--- config.mk ---
export PLATFORM = sky130hd
export DESIGN_NAME = piso_shift_tx
export DESIGN_NICKNAME = d
export VERILOG_FILES = /design/src/rtl/piso_shift_tx.sv
export SDC_FILE = /design/constraint.sdc
export NUM_CORES = 1
export LEC_CHECK = 0
export CAP_MARGIN = 40
export CORE_AREA = 2 2 39 41
export CTS_CLUSTER_SIZE = 10
export DETAILED_ROUTE_END_ITERATION = 7
export DIE_AREA = 0 0 41 43
export PLACE_DENSITY = 0.61
export SYNTH_ARGS = -nofsm -noshare
export SYNTH_HDL_FRONTEND = slang
export SYNTH_SLANG_ARGS = --single-unit
--- constraint.sdc ---
create_clock -name clk -period 3.45 [get_ports clk]
set_clock_uncertainty 0.15 [all_clocks]
set_input_delay 0.69 -clock clk [delete_from_list [all_inputs] [get_ports clk]]
set_output_delay 0.69 -clock clk [all_outputs]
set_load 0.01 [all_outputs]
--- src/rtl/piso_shift_tx.sv ---
// piso_shift_tx: parallel-in serial-out transmitter with valid/ready load and back-to-back framing.
// Define PISO_PARITY_EN to append an even-parity bit to every frame.
module piso_shift_tx #(
    parameter int WIDTH     = 4,
    parameter int MSB_FIRST = 0
) (
    input  logic             clk,
    input  logic             clr,
    input  logic [WIDTH-1:0] din,
    input  logic             load_valid,
    output logic             load_ready,
    output logic             SDO,
    output logic             sdo_valid,
    output logic             busy,
    output logic             done
);
    localparam int CW = $clog2(WIDTH + 1);
`ifdef PISO_PARITY_EN
    localparam int FRAME = WIDTH + 1;
`else
    localparam int FRAME = WIDTH;
`endif
    localparam logic [CW-1:0] LAST = CW'(FRAME - 1);

    typedef enum logic {IDLE, SHIFT} state_t;

    state_t           state_q, state_d;
    logic [CW-1:0]    cnt_q, cnt_d;
    logic [WIDTH-1:0] sr_q, sr_d;
    logic             last, hs, data_bit;

    assign last       = cnt_q == LAST;
    assign busy       = state_q == SHIFT;
    assign sdo_valid  = busy;
    assign load_ready = !busy || last;
    assign done       = busy && last;
    assign hs         = load_valid && load_ready;
    assign data_bit   = (MSB_FIRST != 0) ? sr_q[WIDTH-1] : sr_q[0];

`ifdef PISO_PARITY_EN
    logic par_q, par_d;

    assign par_d = hs ? ^din : par_q;
    assign SDO   = busy && ((cnt_q == CW'(WIDTH)) ? par_q : data_bit);

    always_ff @(posedge clk) begin
        if (clr) par_q <= 1'b0;
        else     par_q <= par_d;
    end
`else
    assign SDO = busy && data_bit;
`endif

    // The outgoing bit always sits at the shift-out end, so each frame bit just shifts toward it.
    always_comb begin
        state_d = state_q;
        cnt_d   = cnt_q;
        sr_d    = sr_q;
        if (hs) begin
            state_d = SHIFT;
            cnt_d   = '0;
            sr_d    = din;
        end else if (busy) begin
            state_d = last ? IDLE : SHIFT;
            cnt_d   = last ? '0 : cnt_q + CW'(1);
            sr_d    = (MSB_FIRST != 0) ? (sr_q << 1) : (sr_q >> 1);
        end
    end

    always_ff @(posedge clk) begin
        if (clr) begin
            state_q <= IDLE;
            cnt_q   <= '0;
            sr_q    <= '0;
        end else begin
            state_q <= state_d;
            cnt_q   <= cnt_d;
            sr_q    <= sr_d;
        end
    end
endmodule
# --- After elaboration in Yosys (flattened, before gate mapping) ---
# Index checks and enable logic that the tools add are counted.
op_classes:
  shifts: 0
  n_mux: 6
  n_reduce_logical: 7
  order_cmp: 0
  n_div: 0
  n_addsub: 1
  n_eq_ne: 1
  n_mul: 0
  bitwise_logic: 0
ops:
  columns: ["cell", "count"]
  rows:
  - ["$mux 4", 2]
  - ["$add 3x1->3 const B", 1]
  - ["$eq 3x2->1 const B", 1]
  - ["$logic_and 1x1->1", 3]
  - ["$mux 1", 3]
  - ["$mux 3", 1]
  - ["$reduce_bool 2->1", 1]
  - ["$reduce_or 2->1", 1]
  - ["$logic_not 1->1", 1]
  - ["$logic_or 1x1->1", 1]
totals:
  input_bits: 7
  n_memories: 0
  romBits: 0
  latch_bits: 0
  out_inout_bits: 5
  regBits: 8
  elab_cells: 18
  ramBits: 0

# --- Logic depth before layout (Yosys ltp) ---
depth:
  word_depth: 4
  ltp_mapped: 4
  depth_no_buf: 4

# --- Worst setup path after synthesis ---
# No wires, ideal clock.
synth_timing:
  path_type: "register to output"
  from: "reg cnt_q[0]"
  to: "out done"
  arrival_time_ps: 825
  n_path_buf: 0
  t_required_ps: 2610
  path_stages_with_launch: 4
  setup_slack_ps: 1785
  cell_sequence: "dfxtp_1 > ha_1 > nand2b_4 > nor2_1"
synth_via:
  elab_chain_cells: 2
synth_lines:
  columns: ["element", "line_no", "source"]
  rows:
  - ["from (decl)", "28", "logic [CW-1:0] cnt_q, cnt_d;"]
  - ["from (signal assigned)", "77", "cnt_q <= cnt_d;"]
  - ["$eq 3x2->1", "32", "assign last = cnt_q == LAST;"]
  - ["$logic_and 1x1->1", "36", "assign done = busy && last;"]
  - ["to (decl)", "15", "output logic done"]
# Every way passes these cells.

# --- Worst setup path after layout ---
layout_timing:
  from: "reg cnt_q[0]"
  to: "out load_ready"
layout_via:
  elab_chain_cells: 2
layout_lines:
  columns: ["element", "line_no", "source"]
  rows:
  - ["$eq 3x2->1", "32", null]
  - ["$logic_or 1x1->1", "35", "assign load_ready = !busy || last;"]
  - ["to (decl)", "11", "output logic load_ready,"]
# Every way passes these cells.

==> summary.md <==
| Metric | Value |
|---|---|
| Register area | 160 µm² |
| Clock Tree Root | clkbuf_4 |
| Worst r2r dst | sr_q[2] |
| Asr flop ratio synth | 0% |
| Top Usage Layer GRT | met2 |
| Worst EP required | 2610 ps |
| FF-to-FF Start | busy |
| First-pass GRT wire length | 1320 µm |
| Sw Pwr | 0.0472 mW |
| Mapped Cells | 41 |
| Class of the worst hold path | reg -> reg |
| Crit path largest cell delay | 540 ps |
| Unrepaired setup endpoints after global routing | no |
| Gr ovfl total | 0 |
| Cell Chain, Critical Path | ha_1 > nand2b_4 > nand2_1 > clkdlybuf4s50_1 |
| Sw Share | 23.3% |
| Die Ht | 43 µm |
| Initial antenna violation count | 0 |
| P per Cell Area | 387 nW/µm² |
| Outcome | complete, no violations |
| H-tree lvl count | 1 |
| Ant diodes | 0 |
| Drt wl/cell | 10.9 µm |
| Synth Cell Area | 400 µm² |
| Sequential Power Share | 50.9% |
| Cts repair resizes | 0 |
| Rel. slew slack | 69.1% |
| Synth area leader | dfxtp_1 |
| FILL cells | 154 |
| Finished Cell Area | 523 µm² |
| Met2 usage | 15.9% |
| Initial Util | 28.9% |
| Yosys Warn Count | 0 |
| Critical path capture point type | output port |
| Synthesis-to-layout area growth | 30.6% |
| Most frequent cells in the layout | clkdlybuf4s50_1, dfxtp_1, and2_1 |
| TritonRoute pass-1 iters | 1 |
| Worst-Margin Slew | 463 ps |
| DRT Wirelength | 739 µm |
| Area occupied by multi-input gates | 195 µm² |
| Setup WS post-layout | 994 ps |
| Num rows | 14 |
| Clock tree buffer depth | 2 |
| Clock network power share | 34.1% |
| Share of layout cells above drive strength 1 | 15.4% |
| Vias in the first global route | 347 |
| Via count | 320 |
| R2R setup slack | 2000 ps |
| DR iter-0 viols | 0 |
| Internal Pwr Total | 0.155 mW |
| Hold_buf cts | 0 |
| Crit-path slowest cell | clkdlybuf4s50_1 |
| Setup Fix Bufs, Post-CTS | 0 |
| Vias per cell | 4.71 |
| Met3 Usage GRT | 7.85% |
| Final setup violation count | 0 |
| Remaining DRCs | 0 |
| Final clock period utilization by the worst path | 71.2% |
| Core ar. | 1380 µm² |
| WHS Endpoint | cnt_q[2] |
| Fmax | 407 MHz |
| Mean Syn Cell Area | 9.77 µm² |
| Pin count of the biggest net entering global routing | 13 |
| Post-synth top area share | 40.0% |
| Worst hold path stage count | 2 |
| WHS | 337 ps |
| Post-Layout Cell Count | 68 |
| I/O Buffers | 11 |
| Total negative slack | 0 ps |
| Placed cells | 65 |
| DP Worst Slack | 1250 ps |
| Critical Path Start | cnt_q[0] |
| Grt met1 use | 13.7% |
| Crit-path leading delay family | buffers and inverters |
| Max IR drop VDD | 0.000244 V |
| ANT nets after route | 0 |
| Hold_sp | cnt_q[2] |
| Crit Path Max Fanout | 5 |
| Seq/Total Area, Yosys | 40.0% |
| Width of the die | 41 µm |
| Clock Latency Late Sink | 250 ps |
| Routability cong. | 0.745 |
| Clk pin slew, worst setup/hold paths | 50 ps |
| Fin. Hold Viols | 0 |
| Most area-consuming cells after synthesis | dfxtp_1, a221o_1, and2_1 |
| Power after layout | 0.202 mW |
| Dpl cell area | 500 µm² |
| IO Pins | 12 |
| Die area | 1760 µm² |
| Nets | 62 |
| Max Cap Viol | 0 |
| Main synth FF type | dfxtp_1 |
| Syn_nets | 49 |
| Final core utilization | 37.8% |
| CTS Buf Count | 3 |
| Final HPWL DP | 573 µm |
| CP startpoint kind | register |
| Worst Path Buf+Inv | 1 |
| Setup CP Type | reg -> out |
| R2R cell count | 3 |
| Post-synth EDFFs | 0 |
| Leakage | 0.193 nW |
| CTS tree | built |
| GRT Resource Usage Total | 11.5% |
| Final Max Slew Viols | 0 |
| Synthesized flop and latch total | 8 |
| Commonest non-fill, non-tap cell in the layout | clkdlybuf4s50_1 |
| Gate power share | 15.1% |
| CTS Sinks | 8 |
| Tmin final | 2460 ps |
| Cell variety after synth | 19 |
| Worst endpoint data arrival time | 1620 ps |
==> cells in the mapped netlist (all sizes together) (2+ instances only) <==
cell	instances
buf	3
a221o	3
nand2	3
inv	4
and2	4
a21oi	3
nor2	3
nor3	2
dfxtp	8
==> worst min-delay path: stages, from the launching register on <==
cell and delay [ps]:
dfxtp_1 300, inv_1 80, nor3_1 60
==> power groups by stage <==
stage          sequential [mW]  clock (mW)  combinational [mW]
2_1_floorplan            0.102           0              0.0209
6_report                 0.103      0.0689              0.0305
5_1_grt                  0.103      0.0761              0.0340
3_5_place_dp             0.105           0              0.0306
4_1_cts                  0.103      0.0732              0.0308
3_3_place_gp             0.105           0              0.0304
==> sequential cells by signal, indices dropped and copies added, names as in the netlist <==
register	flops
busy	1
sr_q	4
cnt_q	3
==> worst max-delay path by stage <==
| stage | to | cells past startpoint | slack [ps] |
|---|---|---|---|
| after CTS | done | 4 | 970 |
| after global placement | done | 4 | 1240 |
| after global routing | load_ready | 4 | 870 |
| after detailed placement | done | 4 | 1250 |
| final | load_ready | 4 | 990 |
| after floorplan | done | 3 | 1780 |
==> per-layer routing <==
layer | wire length, µm | vias up
met5 | 0 | -
met3 | 69 | 0
met1 | 357 | 137
li1 | - | 171
met2 | 312 | 12
met4 | 0 | 0
==> layout make-up <==
| class | instances | area share [%] |
|---|---|---|
| clock buffer | 3 | 4.31 |
| inverter | 4 | 2.87 |
| tap | 16 | 3.83 |
| sequential | 8 | 30.6 |
| multi-input combinational | 26 | 37.3 |
| timing repair buffer | 11 | 21.1 |
==> cells by family after synthesis <==
| family | synth area share, % |
|---|---|
| simple gates | 19.1 |
| compound gates | 26.6 |
| flops | 40.0 |
| buf+inv | 11.2 |
| fa+ha+maj | 3.12 |
No activity file was read; power rests on OpenSTA's default activity.
